$ cat src/rtl/obf_seqgen_pkg.sv
// obf_seqgen_pkg: shared definitions for the sequential obfuscated-instruction
// generator (obf_seqgen) and its output register (obf_seq_outreg).
//   - default widths for the step index and the key
//   - default maximum sequence length
//   - controller state encoding
package obf_seqgen_pkg;

  localparam int OBF_PPC_WIDTH = 4;
  localparam int OBF_KEY_WIDTH = 8;
  localparam int OBF_MAX_SEQ   = 8;

  typedef enum logic [1:0] {
    ST_IDLE   = 2'd0,
    ST_EMIT   = 2'd1,
    ST_BYPASS = 2'd2
  } obf_state_t;

endpackage

$ cat src/rtl/obf_seq_outreg.sv
// obf_seq_outreg: one-entry output register for the obf_seqgen stream.
// Ports:
//   clk, rst         core clock, asynchronous active-low reset
//   flush            drop the held entry (highest priority)
//   load             capture d_insn/d_last/d_skip and mark valid
//   d_insn/d_last/d_skip  next entry
//   obf_ready        downstream accepts the held entry
//   obf_valid/obf_insn/obf_last/obf_skip  registered stream outputs
// Fields are only written on load, so they stay stable while the entry
// waits for obf_ready.
module obf_seq_outreg
  import obf_seqgen_pkg::*;
(
  input  logic        clk,
  input  logic        rst,
  input  logic        flush,
  input  logic        load,
  input  logic [31:0] d_insn,
  input  logic        d_last,
  input  logic        d_skip,
  input  logic        obf_ready,
  output logic        obf_valid,
  output logic [31:0] obf_insn,
  output logic        obf_last,
  output logic        obf_skip
);

  always_ff @(posedge clk or negedge rst) begin
    if (!rst) begin
      obf_valid <= 1'b0;
      obf_insn  <= '0;
      obf_last  <= 1'b0;
      obf_skip  <= 1'b0;
    end else if (flush) begin
      obf_valid <= 1'b0;
    end else if (load) begin
      obf_valid <= 1'b1;
      obf_insn  <= d_insn;
      obf_last  <= d_last;
      obf_skip  <= d_skip;
    end else if (obf_ready) begin
      obf_valid <= 1'b0;
    end
  end

endmodule

$ cat src/rtl/obf_seqgen.sv
// obf_seqgen: sequential obfuscated-instruction generator controller.
// Accepts one reference instruction, then walks the step index (gen_ppc)
// with a frozen key snapshot (gen_key) through an external combinational
// generator, streaming each generated instruction out over valid/ready.
// Ports:
//   clk, rst                       core clock, asynchronous active-low reset
//   ref_valid/ref_ready/ref_insn   reference instruction input handshake
//   obf_en                         1 = obfuscate, 0 = bypass (sampled at accept)
//   key_i/key_we                   key write port
//   flush                          abort the current sequence
//   gen_ref/gen_ppc/gen_key        drive to the external generator
//   gen_insn/gen_last/gen_skip     generator results
//   obf_valid/obf_ready/obf_insn/obf_last/obf_skip  output stream
//   seq_err                        sticky: a sequence was cut at MAX_SEQ
// Optional build macro OBF_SEQ_STATS_EN adds stat_seq / stat_insn counters.
//
// state  | meaning
// IDLE   | waiting for a reference instruction; key writes apply at once
// EMIT   | stepping gen_ppc, one generated instruction per load
// BYPASS | emitting the reference instruction unchanged as a 1-entry sequence
module obf_seqgen
  import obf_seqgen_pkg::*;
#(
  parameter int PPC_WIDTH = OBF_PPC_WIDTH,
  parameter int KEY_WIDTH = OBF_KEY_WIDTH,
  parameter int MAX_SEQ   = OBF_MAX_SEQ
) (
  input  logic                 clk,
  input  logic                 rst,
  input  logic                 ref_valid,
  output logic                 ref_ready,
  input  logic [31:0]          ref_insn,
  input  logic                 obf_en,
  input  logic [KEY_WIDTH-1:0] key_i,
  input  logic                 key_we,
  input  logic                 flush,
  output logic [31:0]          gen_ref,
  output logic [PPC_WIDTH-1:0] gen_ppc,
  output logic [KEY_WIDTH-1:0] gen_key,
  input  logic [31:0]          gen_insn,
  input  logic                 gen_last,
  input  logic                 gen_skip,
  output logic                 obf_valid,
  input  logic                 obf_ready,
  output logic [31:0]          obf_insn,
  output logic                 obf_last,
  output logic                 obf_skip,
  output logic                 seq_err
`ifdef OBF_SEQ_STATS_EN
  ,
  output logic [15:0]          stat_seq,
  output logic [15:0]          stat_insn
`endif
);

  localparam logic [PPC_WIDTH-1:0] PPC_LAST = PPC_WIDTH'(MAX_SEQ - 1);

  obf_state_t           state;
  logic                 alive;
  logic [KEY_WIDTH-1:0] key_reg;
  logic [KEY_WIDTH-1:0] key_pend;
  logic                 key_pend_vld;
  logic [KEY_WIDTH-1:0] key_ret;
  logic                 out_free;
  logic                 load;
  logic                 forced_last;
  logic                 d_last;
  logic                 d_skip;
  logic [31:0]          d_insn;

  // alive keeps ref_ready low until the first clock after reset release.
  assign out_free    = !obf_valid || obf_ready;
  assign ref_ready   = alive && !flush && (state == ST_IDLE) &&
                       (!obf_valid || (obf_ready && obf_last));
  assign load        = !flush && (state != ST_IDLE) && out_free;
  assign forced_last = (state == ST_EMIT) && (gen_ppc == PPC_LAST);
  assign d_last      = (state == ST_BYPASS) || gen_last || forced_last;
  assign d_skip      = (state == ST_EMIT) && gen_skip;
  assign d_insn      = (state == ST_BYPASS) ? gen_ref : gen_insn;

  // Key value to install when (re)entering or sitting in IDLE: a write in
  // this very cycle wins over an older staged value.
  assign key_ret = key_we ? key_i : (key_pend_vld ? key_pend : key_reg);

  always_ff @(posedge clk or negedge rst) begin
    if (!rst) begin
      state        <= ST_IDLE;
      alive        <= 1'b0;
      gen_ref      <= '0;
      gen_ppc      <= '0;
      gen_key      <= '0;
      key_reg      <= '0;
      key_pend     <= '0;
      key_pend_vld <= 1'b0;
      seq_err      <= 1'b0;
    end else begin
      alive <= 1'b1;
      if (flush) begin
        state        <= ST_IDLE;
        gen_ppc      <= '0;
        key_reg      <= key_ret;
        key_pend_vld <= 1'b0;
      end else begin
        case (state)
          ST_IDLE: begin
            key_reg      <= key_ret;
            key_pend_vld <= 1'b0;
            if (ref_valid && ref_ready) begin
              gen_ref <= ref_insn;
              gen_key <= key_reg;
              gen_ppc <= '0;
              state   <= obf_en ? ST_EMIT : ST_BYPASS;
            end
          end
          ST_EMIT: begin
            if (key_we) begin
              key_pend     <= key_i;
              key_pend_vld <= 1'b1;
            end
            if (load) begin
              if (d_last) begin
                state        <= ST_IDLE;
                gen_ppc      <= '0;
                key_reg      <= key_ret;
                key_pend_vld <= 1'b0;
                if (!gen_last) seq_err <= 1'b1;
              end else begin
                gen_ppc <= gen_ppc + 1'b1;
              end
            end
          end
          ST_BYPASS: begin
            if (key_we) begin
              key_pend     <= key_i;
              key_pend_vld <= 1'b1;
            end
            if (load) begin
              state        <= ST_IDLE;
              key_reg      <= key_ret;
              key_pend_vld <= 1'b0;
            end
          end
          default: state <= ST_IDLE;
        endcase
      end
    end
  end

  obf_seq_outreg u_outreg (
    .clk       (clk),
    .rst       (rst),
    .flush     (flush),
    .load      (load),
    .d_insn    (d_insn),
    .d_last    (d_last),
    .d_skip    (d_skip),
    .obf_ready (obf_ready),
    .obf_valid (obf_valid),
    .obf_insn  (obf_insn),
    .obf_last  (obf_last),
    .obf_skip  (obf_skip)
  );

`ifdef OBF_SEQ_STATS_EN
  always_ff @(posedge clk or negedge rst) begin
    if (!rst) begin
      stat_seq  <= '0;
      stat_insn <= '0;
    end else if (obf_valid && obf_ready) begin
      if (stat_insn != 16'hFFFF) stat_insn <= stat_insn + 16'd1;
      if (obf_last && (stat_seq != 16'hFFFF)) stat_seq <= stat_seq + 16'd1;
    end
  end
`endif

endmodule

$ cat config.mk
export PLATFORM = sky130hd
export DESIGN_NAME = obf_seqgen
export DESIGN_NICKNAME = d
export VERILOG_FILES = /design/src/rtl/obf_seqgen_pkg.sv /design/src/rtl/obf_seq_outreg.sv /design/src/rtl/obf_seqgen.sv
export SDC_FILE = /design/constraint.sdc
export NUM_CORES = 1
export LEC_CHECK = 0
export BUFFER_PORTS_ARGS = -buffer_cell sky130_fd_sc_hd__buf_2
export CORE_MARGIN = 2
export CORE_UTILIZATION = 35
export CTS_CLUSTER_DIAMETER = 150
export DETAILED_ROUTE_END_ITERATION = 6
export SETUP_SLACK_MARGIN = 0.02
export SYNTH_ARGS = -nofsm -noshare
export SYNTH_HDL_FRONTEND = slang
export SYNTH_HIERARCHICAL = 1
export SYNTH_SLANG_ARGS = --single-unit
$ cat constraint.sdc
create_clock -name clk -period 2.4 [get_ports clk]
set_clock_uncertainty 0.15 [all_clocks]
set_input_delay 0.48 -clock clk [delete_from_list [all_inputs] [get_ports clk]]
set_output_delay 0.48 -clock clk [all_outputs]
set_load 0.02 [all_outputs]
Yosys cells after proc, flatten, opt, wreduce, memory -nomap -nowiden. Index checks and enable logic that the tools add are counted.

$add $sub $neg: 1. Equal/unequal tests: 7. Muxes and demuxes: 29. Bitwise logic cells: 2. Reductions and logical operators: 28.

Operators by type and width (count): $mux 8 (6); $mux 32 (1); $pmux 8 s3 (1); $mux 4 (4); $mux 2 (6); $logic_and 1x1->1 (9); $reduce_and 3->1 (3); $mux 1 (8); $pmux 4 s2 (1); $reduce_and 4->1 (2); $ne 3x2->1 const B (2); $ne 3x3->1 const B (2); $pmux 2 s3 (1); $reduce_bool 3->1 (2); $reduce_and 5->1 (1); $add 4x1->4 const B (1); $eq 4x3->1 const B (1); $logic_or 1x1->1 (4); $reduce_bool 4->1 (1); $pmux 1 s3 (1); $eq 2x1->1 const B (1); $eq 2x2->1 const B (1); $logic_not 1->1 (2); $logic_not 2->1 (1); 4 further kinds (5).

Bits in registers: 100. Input port bits: 81. Output and inout bits: 81. Word-level logic and storage cells: 80.

Logic depth before layout (Yosys ltp).
Word-level depth: 8. Mapped depth: 9. Gate-level depth less buffers: 7.

Hierarchy. The synthesis kept the hierarchy.

By module, submodules not included: obf_seqgen (times used 1, cells an instance 251, area each 3228.1 sq um, sequential area each 1626.6 sq um); obf_seq_outreg (times used 1, cells an instance 77, area each 1471.4 sq um, sequential area each 875.8 sq um).

Least setup slack after synthesis. No wires, ideal clock.

Path kind: register to register. Start point: reg state[0]. End point: reg u_outreg.obf_insn[0]. Setup time: 125 ps. Arrival: 1757 ps. Required time: 2125 ps. Slack: 368 ps. Stages on the path, launching flop included: 9. Path buffers: 2. Period minus slack after synthesis: 2032 ps. Cell sequence: dfrtp_1 inv_1 ha_1 or2_4 nor2_1 nor2b_4 buf_6 buf_12 mux2_4.

Cells in the longest elaborated chain, start to end: 4. Elaborated cells on any way between the ends: 6. Those cells by class: eq/ne: 1; mux: 1; reduce/logical: 4.

Ends and longest elaborated chain: start: declaration (line obf_seqgen.sv:58) `obf_state_t state;`; start signal: assignment (line obf_seqgen.sv:112) `state <= obf_en ? ST_EMIT : ST_BYPASS;`; $reduce_bool 2->1 (line obf_seqgen.sv:75) `assign load = !flush && (state != ST_IDLE) && out_free;`; $logic_and 1x1->1 (2 in a row) (line obf_seqgen.sv:75); via load (line obf_seqgen.sv:65) `logic load;`; $reduce_and 2->1 (no source line); end signal: assignment (line obf_seq_outreg.sv:38) `obf_insn <= d_insn;`; end: declaration (line obf_seq_outreg.sv:23) `output logic [31:0] obf_insn,`.

The timed path passes the listed nets, and every way through them passes these cells. A chain may end at the register's enable or synchronous reset.

Final worst setup path.
Start point: reg state[0]. End point: out ref_ready.

Cells in the longest elaborated chain, start to end: 3.

Ends and longest elaborated chain: $logic_not 2->1 (line obf_seqgen.sv:73) `assign ref_ready = alive && !flush && (state == ST_IDLE) &&`; $logic_and 1x1->1 (2 in a row) (line obf_seqgen.sv:73); end: declaration (line obf_seqgen.sv:31) `output logic ref_ready,`.

Every way passes these cells.

==> metrics.yaml <==
max-cap-violations: 0
synthCells: 328
timing.final.crit_share_pct: 91.4
cts.htree.levels: 3
antennaDiodeCount: 0
cpPeakStageDelay_ns: 0.39
required_ns: 1.77
setup_viol: 0
final_nets: 575
rsz0062_at_grt: "false"
ant_nets: 0
track_usage_pct: 14.6
p_sw_mw: 1.84
ir_worst_vdd_mv: 0.385
powerDensity_mw_per_mm2: 956
crit_chain: "inv_1 > ha_4 > nor2b_4 > nand2_1 > nor2_1 > buf_4"
drive_gt1_share_pct: 62.1
status: "finished, final reports clean"
ys_types: 39
synth_fp_nets: 413
top_regs: "gen_ref: 32 flops, u_outreg/obf_insn: 32 flops"
p_sw_share_pct: 32.6
post-cts-setup-buffers: 0
wl_um: 10300
dpl_cell_area_mm2: 0.00562
power_frac_clock_pct: 24.8
dp_hpwl_um: 7470
path_class: "reg -> out"
crit_family: "flip-flops"
end_kind: "output pin"
areaGrowthSynthToFinish_pct: 26.0
clock_path_buffers: 2
hold_violations: 0
path_max_fanout: 8
crit_buf_inv: 2
final_max_slew_viol_count: 0
root_buffer: "clkbuf_16"
ios: 162
fin_tns_setup_ns: 0
synth_top_cell_area_share_pct: 53.2
cts_buffers: 9
viasPerCell: 4.72
port_buffers: 161
core-area_mm2: 0.0132
clk_latency_ns: 0.34
slew_headroom_pct: 63.7
grt_overflow: 0
power_frac_seq_pct: 43.0
antenna_found_initial: 1
place.gp.congestion: 0.763
p_int_mw: 3.82
ys_seq_area_share_pct: 53.2
die_x_um: 120
arrival_ns: 1.56
synthTopCellsByArea: "dfrtp_1 53%, mux2_2 20%, mux2_4 9.6%"
fillerInstances: 1221
design_area_mm2: 0.00592
design.die.area_mm2: 0.0144
cts_num_sinks: 100
synth.largest_area_cell: "dfrtp_1"
grt_first_pass_wirelength_um: 16500
comb_power_share_pct: 32.2
clk_pin_slew_ns: 0.07
firstDrtPassIters: 4
fmaxAchievable_mhz: 456
critPathLaunchType: "register"
tightest_slew_ns: 0.544
yosysWarnings: 6
rows: 42
vias: 3160
die_height_um: 120
start_util_pct: 35.6
syn_area_mm2: 0.00470
p_leak_nw: 2.80
drt-wirelength-per-cell_um: 15.4
period_needed_ns: 2.19
synth-seq-cells: 100
cts_tree: "done"
cpMaxStageDelayCell: "dfrtp_1"
grt_pass1_vias: 3217
grt_max_degree: 45
drc_errors: 0
drt_iter0_markers: 146
syn_avg_cell_area_um2: 14.3
hp-class: "in -> reg"
[repair_timing]
action,CTS,global route
setup endpoints to repair,0,2
hold buffers,1,0
gates resized for setup,0,3
hold endpoints to repair,39,0
[metal layers]
metal | vias to the layer above | wire (µm) | global-route usage, %
li1 | 1487 | - | -
met1 | 1549 | 4550 | 19.5
met2 | 110 | 4810 | 22.7
met3 | 12 | 771 | 4.09
met4 | 2 | 149 | 5.74
met5 | - | 8 | 0
[stage by stage]
stage	setup WS (ns)	cells	power (mW)	utilization, %	hold WS (ns)
2_1_floorplan	0.368	328	3.63	-	0.0344
3_3_place_gp	0.237	654	4.26	42.6	0.292
3_5_place_dp	0.158	654	4.29	42.6	0.299
4_1_cts	0.0398	669	5.74	44.8	0.187
5_1_grt	0.0346	669	5.97	44.9	0.208
6_report	0.206	669	5.66	44.9	0.209
[path summary, 6_finish.rpt]
kind / endpoint / slack (ns) / start / cells past startpoint
worst max-delay path: ref_ready / 0.21 / state[0] / 6
max in group asynchronous: key_pend[0] / 0.89 / rst / 3
worst max register to register: u_outreg/obf_insn[27] / 0.25 / state[1] / 7
min in group asynchronous: gen_ref[14] / 0.51 / rst / 2
worst min-delay path: state[1] / 0.21 / obf_en / 2
worst min register to register: seq_err / 0.31 / seq_err / 1
[power groups by stage]
stage	Sequential (mW)	Clock, mW	Combinational [mW]
3_5_place_dp	2.46	0	1.83
3_3_place_gp	2.45	0	1.80
5_1_grt	2.50	1.54	1.94
4_1_cts	2.44	1.45	1.84
2_1_floorplan	2.94	0	0.690
6_report	2.44	1.40	1.82
[worst register-to-register path, delay by kind of cell, from the launching register on]
family / cells / cell delay (ns)
adder cells (fa/ha/maj): 1 / 0.19
multiplexers: 1 / 0.40
AND/OR/NAND/NOR: 3 / 0.57
flip-flops: 1 / 0.38
buffers and inverters: 2 / 0.35
[cell usage after synthesis, drive strengths merged]
cell type / number
a211oi: 1
a21boi: 1
a21o: 2
a21oi: 2
a2bb2oi: 8
a31o: 1
a41o: 1
and2: 3
and4b: 1
buf: 15
clkbuf: 2
conb: 1
dfrtp: 100
ha: 4
inv: 8
mux2: 114
nand2: 11
nand2b: 3
nand3: 2
nand3b: 2
nand4b: 1
nor2: 12
nor2b: 4
nor3: 2
o21ai: 17
o22ai: 3
o31ai: 2
o32ai: 1
or2: 4
[logic make-up (layout without fill, tap and decap cells)]
| kind of cell | Yosys count | count (layout) | share of synthesized area [%] |
|---|---|---|---|
| adder cells (fa/ha/maj) | 4 | 4 | 1.07 |
| flip-flops | 100 | 100 | 53.2 |
| AND/OR/NAND/NOR | 45 | 45 | 5.22 |
| other | 1 | 1 | 0.0798 |
| buffers and inverters | 25 | 190 | 4.87 |
| multiplexers | 114 | 114 | 29.7 |
| AO/OA/AOI/OAI | 39 | 39 | 5.80 |
[layout make-up]
cell class	count	area, µm²	area share (%)
tap	176	220	3.72
sequential	100	2500	42.3
clock inverter	5	55.1	0.930
inverter	8	30.0	0.507
clock buffer	9	225	3.80
multi-input combinational	203	1980	33.5
timing repair buffer	168	903	15.3
[layout by cell type, fill, tap and decap left out, types with 2 or more instances in the layout]
master      instances
nand3b_1            2
nor2b_1             2
a21o_1              2
buf_2             159
mux2_2             84
o22ai_1             3
nor2_1             12
mux2_4             30
a2bb2oi_1           8
buf_4               5
a21oi_1             2
or2_2               2
and2_1              3
o21ai_1             5
inv_1               8
nand2b_1            3
ha_1                2
nor3_1              2
o21ai_0            11
clkinvlp_4          2
nor2b_4             2
nand3_1             2
nand2_1            11
clkbuf_16           9
dfrtp_1           100
clkinv_2            2
o31ai_1             2
buf_12              3
No activity file was read; power rests on OpenSTA's default activity.
